[config.mk]
export PLATFORM = sky130hd
export DESIGN_NAME = mem_stage
export DESIGN_NICKNAME = d
export VERILOG_FILES = /design/src/rtl/mips_pkg.sv /design/src/rtl/load_extract.sv /design/src/rtl/mem_stage.sv
export SDC_FILE = /design/constraint.sdc
export NUM_CORES = 1
export LEC_CHECK = 0
export CORE_ASPECT_RATIO = 0.75
export CORE_MARGIN = 1.5
export CORE_UTILIZATION = 38
export CTS_BUF_LIST = sky130_fd_sc_hd__clkbuf_4 sky130_fd_sc_hd__clkbuf_8
export DETAILED_ROUTE_END_ITERATION = 8
export GPL_ROUTABILITY_DRIVEN = 0
export GPL_TIMING_DRIVEN = 0
export PLACE_DENSITY_LB_ADDON = 0.08
export SKIP_CTS_REPAIR_TIMING = 1
export SLEW_MARGIN = 20
export SYNTH_ARGS = -nofsm -noshare
export SYNTH_HDL_FRONTEND = slang
export SYNTH_HIERARCHICAL = 1
export SYNTH_SLANG_ARGS = --single-unit
export TNS_END_PERCENT = 1
[constraint.sdc]
create_clock -name clk -period 5.7 [get_ports clk]
set_clock_uncertainty 0.1 [all_clocks]
set_input_delay 1.71 -clock clk [delete_from_list [all_inputs] [get_ports clk]]
set_output_delay 1.71 -clock clk [all_outputs]
set_load 0.01 [all_outputs]
[src/rtl/mips_pkg.sv]
// Shared definitions for the MIPS memory stage: load-mode encodings, FSM states, datapath width.
package mips_pkg;

  localparam int unsigned DATA_W = 32;

  typedef enum logic [1:0] {
    LM_WORD   = 2'b00,
    LM_HALF_S = 2'b01,
    LM_BYTE_S = 2'b10,
    LM_BYTE_U = 2'b11
  } load_mode_e;

  typedef enum logic {
    ST_IDLE = 1'b0,
    ST_WAIT = 1'b1
  } state_e;

endpackage

[src/rtl/load_extract.sv]
// Little-endian sub-word selection with sign/zero extension for loads.
module load_extract
  import mips_pkg::*;
#(
  parameter int unsigned DATA_W = mips_pkg::DATA_W
) (
  input  logic [DATA_W-1:0] rdata_i,
  input  logic [1:0]        offset_i,
  input  logic [1:0]        load_mode_i,
  output logic [DATA_W-1:0] data_o
);

  logic [15:0] half;
  logic [7:0]  byte_v;

  assign half = offset_i[1] ? rdata_i[31:16] : rdata_i[15:0];

  always_comb begin
    byte_v = rdata_i[7:0];
    unique case (offset_i)
      2'd0: byte_v = rdata_i[7:0];
      2'd1: byte_v = rdata_i[15:8];
      2'd2: byte_v = rdata_i[23:16];
      2'd3: byte_v = rdata_i[31:24];
      default: byte_v = rdata_i[7:0];
    endcase
  end

  always_comb begin
    data_o = '0;
    unique case (load_mode_e'(load_mode_i))
      LM_WORD:   data_o = rdata_i;
      LM_HALF_S: data_o = {{(DATA_W-16){half[15]}}, half};
      LM_BYTE_S: data_o = {{(DATA_W-8){byte_v[7]}}, byte_v};
      LM_BYTE_U: data_o = {{(DATA_W-8){1'b0}}, byte_v};
      default:   data_o = '0;
    endcase
  end

endmodule

[src/rtl/mem_stage.sv]
// Pipeline memory stage: dmem req/ack handshake with timeout, load extraction, MEM/WB register.
// Optional MEM_STAGE_ALIGN_CHECK_EN adds a registered misalign flag and suppresses misaligned accesses.
module mem_stage
  import mips_pkg::*;
#(
  parameter int unsigned DATA_W  = mips_pkg::DATA_W,
  parameter int unsigned TIMEOUT = 255
) (
  input  logic              clk,
  input  logic              rst,
  input  logic              RegWrite_in,
  input  logic              MemWrite_in,
  input  logic              MemRead_in,
  input  logic              MemToReg_in,
  input  logic              branch_in,
  input  logic              zero_in,
  input  logic [31:0]       pc_in,
  input  logic [DATA_W-1:0] aluResult_in,
  input  logic [DATA_W-1:0] rt_in,
  input  logic [4:0]        writebackDestination_in,
  input  logic [1:0]        load_mode_in,
  output logic              dmem_req,
  output logic              dmem_we,
  output logic [DATA_W-1:0] dmem_addr,
  output logic [DATA_W-1:0] dmem_wdata,
  input  logic [DATA_W-1:0] dmem_rdata,
  input  logic              dmem_ack,
  output logic              stall,
  output logic              pc_src,
  output logic [31:0]       branch_target,
  output logic              bus_err,
  output logic              RegWrite_wb,
  output logic              MemToReg_wb,
  output logic [DATA_W-1:0] memData_wb,
  output logic [DATA_W-1:0] aluResult_wb,
  output logic [4:0]        writebackDestination_wb
`ifdef MEM_STAGE_ALIGN_CHECK_EN
  ,
  output logic              misalign
`endif
);

  localparam int unsigned CntW = $clog2(TIMEOUT + 1);

  state_e            state_q, state_d;
  logic [CntW-1:0]   cnt_q, cnt_d;
  logic              bus_err_q;
  logic              mem_op, is_load, misalign_c, mem_go;
  logic              timeout, done, req;
  logic [DATA_W-1:0] rdata_eff, load_data;

  assign mem_op  = MemRead_in | MemWrite_in;
  // Read+write together is treated as a store.
  assign is_load = MemRead_in & ~MemWrite_in;

`ifdef MEM_STAGE_ALIGN_CHECK_EN
  always_comb begin
    misalign_c = 1'b0;
    if (MemWrite_in) begin
      misalign_c = |aluResult_in[1:0];
    end else if (MemRead_in) begin
      unique case (load_mode_e'(load_mode_in))
        LM_WORD:   misalign_c = |aluResult_in[1:0];
        LM_HALF_S: misalign_c = aluResult_in[0];
        default:   misalign_c = 1'b0;
      endcase
    end
  end
`else
  assign misalign_c = 1'b0;
`endif

  assign mem_go  = mem_op & ~misalign_c;
  assign timeout = (state_q == ST_WAIT) && (cnt_q == CntW'(TIMEOUT)) && !dmem_ack;
  assign done    = dmem_ack | timeout;

  always_comb begin
    state_d = state_q;
    cnt_d   = cnt_q;
    req     = 1'b0;
    unique case (state_q)
      ST_IDLE: begin
        req = mem_go;
        if (mem_go && !dmem_ack) begin
          state_d = ST_WAIT;
          cnt_d   = CntW'(1);
        end
      end
      ST_WAIT: begin
        req   = 1'b1;
        cnt_d = cnt_q + 1'b1;
        if (done) begin
          state_d = ST_IDLE;
          cnt_d   = '0;
        end
      end
      default: state_d = ST_IDLE;
    endcase
  end

  // Control outputs drop combinationally while reset is held so an abandoned access ends at once.
  assign dmem_req      = req & ~rst;
  assign dmem_we       = MemWrite_in & dmem_req;
  assign dmem_addr     = {aluResult_in[DATA_W-1:2], 2'b00};
  assign dmem_wdata    = rt_in;
  assign stall         = mem_go & ~done & ~rst;
  assign pc_src        = branch_in & zero_in & ~rst;
  assign branch_target = pc_in;
  assign bus_err       = bus_err_q;

  assign rdata_eff = timeout ? '0 : dmem_rdata;

  load_extract #(
    .DATA_W(DATA_W)
  ) u_load_extract (
    .rdata_i    (rdata_eff),
    .offset_i   (aluResult_in[1:0]),
    .load_mode_i(load_mode_in),
    .data_o     (load_data)
  );

  always_ff @(posedge clk or posedge rst) begin
    if (rst) begin
      state_q                 <= ST_IDLE;
      cnt_q                   <= '0;
      bus_err_q               <= 1'b0;
      RegWrite_wb             <= 1'b0;
      MemToReg_wb             <= 1'b0;
      memData_wb              <= '0;
      aluResult_wb            <= '0;
      writebackDestination_wb <= '0;
    end else begin
      state_q <= state_d;
      cnt_q   <= cnt_d;
      if (timeout) begin
        bus_err_q <= 1'b1;
      end
      if (stall) begin
        RegWrite_wb <= 1'b0;
        MemToReg_wb <= 1'b0;
      end else begin
        RegWrite_wb             <= RegWrite_in & ~misalign_c;
        MemToReg_wb             <= MemToReg_in & ~misalign_c;
        memData_wb              <= (is_load && !misalign_c) ? load_data : '0;
        aluResult_wb            <= aluResult_in;
        writebackDestination_wb <= writebackDestination_in;
      end
    end
  end

`ifdef MEM_STAGE_ALIGN_CHECK_EN
  always_ff @(posedge clk or posedge rst) begin
    if (rst) begin
      misalign <= 1'b0;
    end else begin
      misalign <= misalign_c;
    end
  end
`endif

endmodule

# Yosys cells after proc, flatten, opt, wreduce, memory -nomap -nowiden
# Index checks and enable logic that the tools add are counted.
# totals
elab_cells	50
mem_bits_ro	0
reg_bits	81
latch_bits	0
out_inout_bits	172
mem_count	0
mem_bits_rw	0
inputBits	144
# op_classes
n_bitwise	13
mul	0
n_reduce_logical	6
n_shift	0
div	0
order_cmp	0
mux	14
addsub	1
eq_ne	8
# op_table
cell	count
$pmux 32 s4	1
$mux 32	2
$pmux 8 s4	1
$mux 16	1
$mux 8	2
$pmux 8 s2	1
$add 8x1->8 const B	1
$eq 2x2->1 const B	4
$eq 8x8->1 const B	1
$and 1x1->1	7
$eq 2x1->1 const B	2
$logic_not 2->1	2
$mux 1	4
$not 1->1	4
$pmux 1 s2	2
$logic_and 1x1->1	3
$ne 2x2->1 const B	1
$or 1x1->1	2
$logic_not 1->1	1

# Longest topological paths before layout
# Gate-level depths: netlist (run 1).
# depth
word_depth	8
ltp_mapped	12
ltp_nobuf	10

# Hierarchy
# The synthesis (run 1) kept the hierarchy.
# by_module_without_submodules
module	n_inst	area_each_um2	cells_each	seq_area_each_um2
mem_stage	1	4202.8	416	2026.9
load_extract	1	825.8	113	0.0

# Worst setup path after synthesis (run 1)
# OpenSTA, ideal clock, no wires.
# synth_timing
path_kind	input port to output port
from	input rst
to	output pc_src
path_buffers	0
setup_slack_ns	0.063
arrival_ns	3.827
t_required_ns	3.890
cell_stages	2
path_cell_list	inv_1 > and3_1
# synth_between
elab_chain_len	2
# synth_lines
element	line	rtl
start: declaration	mem_stage.sv:10	input logic rst,
$not 1->1	mem_stage.sv:107	assign pc_src = branch_in & zero_in & ~rst;
$and 1x1->1	mem_stage.sv:107	
end: declaration	mem_stage.sv:29	output logic pc_src,
# No other way between the ends.

# Final worst setup path (run 1)
# layout_timing
from	input MemWrite_in
to	output stall
# layout_between
elab_chain_len	3
# layout_lines
element	line	rtl
start: declaration	mem_stage.sv:12	input logic MemWrite_in,
$or 1x1->1	mem_stage.sv:52	assign mem_op = MemRead_in | MemWrite_in;
$and 1x1->1 (2 in a row)	mem_stage.sv:106	assign stall = mem_go & ~done & ~rst;
end: declaration	mem_stage.sv:28	output logic stall,
# No other way between the ends.

==> results.py, run 1 <==
metrics = {
    "worst_setup_path": {
        "critical_path.reg2reg.endpoint": "memData_wb[16]$_DFFE_PP0N_",
        "critical_r2r_launch": "cnt_q[0]$_DFFE_PP0P_",
        "required_worst_endpoint_ns": 3.89,
        "reg2regPathDepth": 12,
        "critical_path.startpoint": "MemWrite_in",
        "crit_type": "in -> out",
        "end_kind": "output port",
        "arrival_ns": 3.40,
        "cp_max_fo": 10,
        "register_to_register_setup_slack_ns": 2.33,
        "setup.worst_path.start_class": "input pin",
    },
    "route": {
        "dr_wl_met2_um": 6980,
        "wirelength_met1_um": 6710,
        "drt_drc_violations_left": 0,
        "routed_wire_length_per_instance_um": 15.2,
        "length_of_routed_met3_wiring_um": 987,
        "vias_per_cell": 4.74,
        "drt_pass1_iterations": 4,
        "wl_um": 14800,
        "via_count": 4592,
        "dr.max_layer_used": "met4",
        "post_route_antenna_net_violation_count": 0,
        "first_iter_violations": 175,
    },
    "global_routing": {
        "grt_pass1_vias": 4282,
        "grt_overflow": 0,
        "grtUsageTotal": 0.208,
        "grt_max_degree": 53,
        "grt_first_pass_wirelength_um": 22500,
        "antenna_found_initial": 0,
    },
    "sta": {
        "hold_viol_final": 0,
        "fin_crit_ns": 5.21,
        "timing.max_slew.rel_slack": 0.658,
        "tcrit_tclk_final": 0.915,
        "tightestPinTransition_ns": 0.513,
        "setup-violations-final": 0,
        "report.final.slew_viol_count": 0,
        "max_clock_freq_mhz": 192,
        "hold-worst-slack_ns": 0.381,
        "grt_setup_unrepaired": "false",
    },
    "layout": {
        "antenna_cells_inserted": 0,
        "finish.utilization": 0.615,
        "final_nets": 939,
        "final_layout_size_suffix_gt1_frac": 0.215,
        "synthToLayoutAreaGrowth_pct": 58.7,
        "finalNonFillerCells": 968,
    },
    "floorplanning": {
        "start_util": 0.388,
        "std_cell_rows": 36,
        "floorplan.core_area_um2": 13000,
        "design.die.area_um2": 13900,
        "vertical_extent_of_the_die_um": 103,
        "chip_width_um": 136,
        "boundaryPins": 316,
    },
    "logic_synthesis": {
        "register_area_share_after_synthesis": 0.403,
        "synth_edf_count": 0,
        "post_synth_main_area_contributors": "dfrtp_1 40%, buf_4 15%, nand2_1 6.6%",
        "netlist_top_cells_count": "99 x buf_4, 88 x nand2_1, 81 x dfrtp_1, 39 x o21ai_0, 37 x nor2b_1",
        "synth.most_common_cell": "buf_4",
        "ys.flop_type": "dfrtp_1",
        "synthDominantAreaCellType": "dfrtp_1",
        "synth_warnings": 6,
        "async_reset_ff_frac": 1.00,
        "netlist_area_um2": 5030,
        "yosysTopAreaCellShare": 0.403,
        "syn_area_per_cell_um2": 9.51,
        "netlist_instances": 529,
        "synth_seq_cells": 81,
        "synth.lib_cells_used.distinct": 48,
    },
    "worst_hold_path": {
        "hold_path.startpoint": "memData_wb[8]$_DFFE_PP0N_",
        "timing.hold.worst_endpoint": "memData_wb[8]$_DFFE_PP0N_",
        "hold-path-cell-count": 2,
        "worstHoldPathType": "reg -> reg",
    },
    "power_and_ir_drop": {
        "vdd.ir_drop.worst_mv": 0.136,
        "share_clk_of_total_power": 0.269,
        "power_density_nw_per_um2": 189,
        "switch_share": 0.267,
        "internal-power_w": 0.00111,
        "power.leakage_nw": 3.55,
        "combinationalPowerShare": 0.308,
        "post-layout-total-power_w": 0.00151,
        "share_of_power_burned_in_registers": 0.423,
        "power_switching_w": 0.000403,
    },
    "run_status": {
        "run_status": "completed",
    },
    "clocking": {
        "clock_insertion_delay_worst_skew_ns": 0.35,
        "clkSlewWorstSetupHoldPaths_ns": 0.07,
        "cts.htree.levels": 3,
        "clock_tree.root_cell": "clkbuf_8",
        "tritoncts": "yes",
        "numCtsBuffers": 9,
        "clk_path_buf_depth": 2,
        "clock_sink_count": 81,
    },
    "place": {
        "hpwlAfterDp_um": 12100,
        "numPlacedInstances": 951,
        "port_buffers": 249,
    },
    "run": {
        "drv.max_cap_violation_count": 0,
    },
}
## layout make-up
| cell class | instances | area [µm²] |
|---|---|---|
| Inverter | 3 | 13.8 |
| Sequential cell | 81 | 2030 |
| Buffer | 128 | 937 |
| Timing Repair Buffer | 253 | 2540 |
| Fill cell | 1108 | 4990 |
| Tap cell | 171 | 214 |
| Clock buffer | 11 | 145 |
| Clock inverter | 3 | 42.5 |
| Multi-Input combinational cell | 318 | 2060 |
## critical path, stage by stage
cell and delay [ns]:
clkdlybuf4s50_1 0.54, o21bai_1 0.15, a311oi_4 0.21, buf_4 0.19, buf_6 0.16, buf_2 0.21
dlymetal6s2s_1 0.22
## layer usage
layer / track usage / vias up
li1: - / 2212
met1: 0.290 / 2213
met2: 0.339 / 161
met3: 0.0447 / 6
met4: 0.0397 / 0
met5: 0 / -
## through the flow
step           setup WS, ns  area [µm²]  setup TNS [ns]
3_3_place_gp          -1.66        7740           -1.72
3_5_place_dp        -0.0866        7770         -0.0866
2_1_floorplan        0.0628        5030               0
5_1_grt               0.334        7980               0
6_report              0.486        7980               0
4_1_cts             -0.0852        7960         -0.0852
## registers in the layout (all words and copies together), names as in the netlist
register and cells:
state_q 1, RegWrite_wb 1, cnt_q 8, memData_wb 32, MemToReg_wb 1, writebackDestination_wb 5, bus_err 1, aluResult_wb 32
## placed cells by master (no fill, tap or decap), types with 2 or more instances in the layout
cell type,Yosys,layout
o21ai_1,7,7
and3_1,10,10
mux2i_1,21,21
mux2_4,2,2
conb_1,1,2
nand3_1,21,21
nand2_1,88,88
o21ai_0,39,39
buf_2,7,7
clkbuf_1,11,11
nor2b_1,37,37
dfrtp_1,81,81
nor2_1,6,6
clkbuf_8,0,10
a21oi_1,4,4
inv_1,3,2
a221oi_1,7,7
or3_1,2,2
buf_4,99,102
nor3_1,2,2
a211oi_1,8,8
clkdlybuf4s50_1,0,248
buf_6,10,10
mux2_1,13,13
nand2b_1,2,2
mux2_2,24,24
## worst max path at each step
stage,slack [ns],end,depth (start not counted)
after floorplan,0.06,pc_src,2
after global placement,-1.66,pc_src,4
after detailed placement,-0.09,stall,6
after CTS,-0.09,stall,6
after global routing,0.33,stall,7
final,0.49,stall,7
## cell families after synthesis
logic type	count (synthesis)	share of synthesized area
muxes	60	0.131
DFF	81	0.403
xor gates and xnor gates	1	0.00174
adders and majority gates	1	0.00249
buffers and inverters	131	0.189
AOI/OAI and AO/OA	75	0.0975
other	1	0.000746
and+or+nand+nor	179	0.175
## power by group through the flow
stage / combinational (W) / clock (W) / sequential (W)
after global routing: 0.000503 / 0.000452 / 0.000645
after floorplan: 0.000206 / 0 / 0.000664
after detailed placement: 0.000466 / 0 / 0.000650
after global placement: 0.000458 / 0 / 0.000648
final: 0.000465 / 0.000407 / 0.000639
after CTS: 0.000468 / 0.000425 / 0.000639
Note: power is estimated with default switching activity, not from simulation.
==> inputs of run 2 (changes only) <==
Settings changed: ABC_CLOCK_PERIOD_IN_PS set to 5700.
==> results of run 2 <==
The final DEF is identical to that of run 1; final timing and power are the same.
==> inputs of run 3 (changes only) <==
Settings changed: GPL_TIMING_DRIVEN 0 to unset.
==> run 3 against run 2 <==
Non-clock buffer count decreased by 189. Clock power decreased by 4%. Worst setup slack improved by 0.082 ns. Hold slack got worse by 0.011 ns. Core utilization decreased by 12 points. Wire length decreased by 16%. Sequential share of layout area increased by 6.3 points. Fmax increased by 1.6%. Register-to-register slack improved by 0.35 ns. First-iteration DRC count increased by 19%. Critical path depth decreased by 3. Via count decreased by 16%.
==> results.py, run 3 (synthesized netlist as in run 1, its figures left out) <==
metrics = {
    "clocking": {
        "clock_tree.root_cell": "clkbuf_8",
        "clk_path_buf_depth": 2,
        "clkSlewWorstSetupHoldPaths_ns": 0.08,
        "numCtsBuffers": 9,
        "clock_sink_count": 81,
        "clock_insertion_delay_worst_skew_ns": 0.35,
        "cts.htree.levels": 3,
        "tritoncts": "yes",
    },
    "power_and_ir_drop": {
        "internal-power_w": 0.000997,
        "share_of_power_burned_in_registers": 0.467,
        "power_switching_w": 0.000373,
        "combinationalPowerShare": 0.247,
        "power.leakage_nw": 2.70,
        "switch_share": 0.272,
        "share_clk_of_total_power": 0.286,
        "vdd.ir_drop.worst_mv": 0.0933,
        "power_density_nw_per_um2": 214,
    },
    "layout": {
        "final_layout_size_suffix_gt1_frac": 0.0956,
        "stdcell_area_um2": 6390,
        "antenna_cells_inserted": 0,
        "final_cell_mix": "185 x clkdlybuf4s50_1, 88 x nand2_1, 81 x dfrtp_1, 39 x o21ai_0, 36 x nor2b_1",
        "biggestRegsByFlops": "aluResult_wb: 32 flops, memData_wb: 32 flops, cnt_q: 8 flops",
        "finish.utilization": 0.493,
        "final_nets": 750,
        "finalNonFillerCells": 778,
        "synthToLayoutAreaGrowth_pct": 27.1,
        "final_common_cell": "clkdlybuf4s50_1",
    },
    "worst_setup_path": {
        "end_kind": "output port",
        "register_to_register_setup_slack_ns": 2.68,
        "reg2regPathDepth": 6,
        "setup.worst_path.start_class": "input pin",
        "critical_r2r_launch": "cnt_q[0]$_DFFE_PP0P_",
        "crit_type": "in -> out",
        "required_worst_endpoint_ns": 3.89,
        "critical_path.reg2reg.endpoint": "aluResult_wb[2]$_DFFE_PP0N_",
        "cp_max_fo": 5,
        "arrival_ns": 3.32,
    },
    "floorplanning": {
        "std_cell_rows": 36,
        "vertical_extent_of_the_die_um": 103,
        "design.die.area_um2": 13900,
        "start_util": 0.388,
        "floorplan.core_area_um2": 13000,
        "chip_width_um": 136,
        "boundaryPins": 316,
    },
    "route": {
        "vias_per_cell": 4.96,
        "via_count": 3858,
        "first_iter_violations": 209,
        "post_route_antenna_net_violation_count": 0,
        "routed_wire_length_per_instance_um": 15.9,
        "drt_drc_violations_left": 0,
        "drt_pass1_iterations": 5,
        "wl_um": 12400,
    },
    "sta": {
        "tightestPinTransition_ns": 0.987,
        "hold_viol_final": 0,
        "grt_setup_unrepaired": "false",
        "report.final.slew_viol_count": 0,
        "setup-violations-final": 0,
        "timing.max_slew.rel_slack": 0.339,
        "finalSetupTns_ns": 0,
        "tcrit_tclk_final": 0.900,
        "fin_crit_ns": 5.13,
        "max_clock_freq_mhz": 195,
    },
    "place": {
        "port_buffers": 185,
        "hpwlAfterDp_um": 9470,
        "numPlacedInstances": 765,
        "postPlaceCellArea_um2": 6220,
    },
    "worst_hold_path": {
        "hold_path.startpoint": "bus_err$_DFFE_PP0P_",
        "hold-path-cell-count": 1,
        "timing.hold.worst_endpoint": "bus_err$_DFFE_PP0P_",
        "worstHoldPathType": "reg -> reg",
    },
    "run": {
        "drv.max_cap_violation_count": 0,
    },
    "global_routing": {
        "grt_first_pass_wirelength_um": 19500,
        "grt_overflow": 0,
        "grtUsageTotal": 0.180,
        "grt_max_degree": 72,
        "grt_pass1_vias": 3755,
        "antenna_found_initial": 0,
    },
    "run_status": {
        "run_status": "completed",
    },
}
run 3: cell count changes in the layout (fill, tap and decap cells not counted), sizes merged:
cell / change
dlymetal6s2s: -1
clkinv: +2
clkbuf: -14
buf: -113
clkdlybuf4s50: -63
inv: -1
run 3: metrics by stage:
stage | setup slack, ns | hold WS (ns) | power [W]
after floorplan | 0.0628 | 0.362 | 0.000870
after global placement | 0.549 | 0.356 | 0.000989
after detailed placement | 0.533 | 0.355 | 0.000994
after CTS | 0.540 | 0.376 | 0.00140
after global routing | 0.465 | 0.409 | 0.00146
final | 0.568 | 0.370 | 0.00137
run 3: how the worst max path moves through the flow:
| stage | cells past startpoint | from | end | slack (ns) |
|---|---|---|---|---|
| 3_5_place_dp | 4 | MemWrite_in | stall | 0.53 |
| 5_1_grt | 4 | MemWrite_in | stall | 0.46 |
| 4_1_cts | 4 | MemWrite_in | stall | 0.54 |
| 3_3_place_gp | 4 | MemWrite_in | stall | 0.55 |
| 6_report | 4 | MemWrite_in | stall | 0.57 |
| 2_1_floorplan | 2 | rst | pc_src | 0.06 |
run 3: worst max-delay path: stages:
cell and delay, ns:
clkdlybuf4s50_1 0.55, o21bai_1 0.15, a311oi_4 0.31, clkdlybuf4s50_1 0.60
run 3: area by class of cell:
| cell class | count | area, µm² |
|---|---|---|
| clock inverter | 4 | 47.5 |
| fill | 1216 | 6580 |
| sequential | 81 | 2030 |
| multi-input combinational | 318 | 2060 |
| clock buffer | 9 | 124 |
| timing repair buffer | 192 | 1900 |
| inverter | 3 | 12.5 |
| tap | 171 | 214 |
run 3: power by group through the flow:
stage	sequential [W]	combinational, W	clock [W]
final	0.000639	0.000339	0.000392
after global routing	0.000644	0.000372	0.000446
after CTS	0.000639	0.000344	0.000413
after detailed placement	0.000651	0.000343	0
after global placement	0.000648	0.000340	0
after floorplan	0.000664	0.000206	0
run 3: routing by layer:
metal  share of wire  track usage
met5               0            0
met4          0.0078       0.0422
met3           0.079       0.0639
met2            0.43        0.272
met1            0.48        0.247
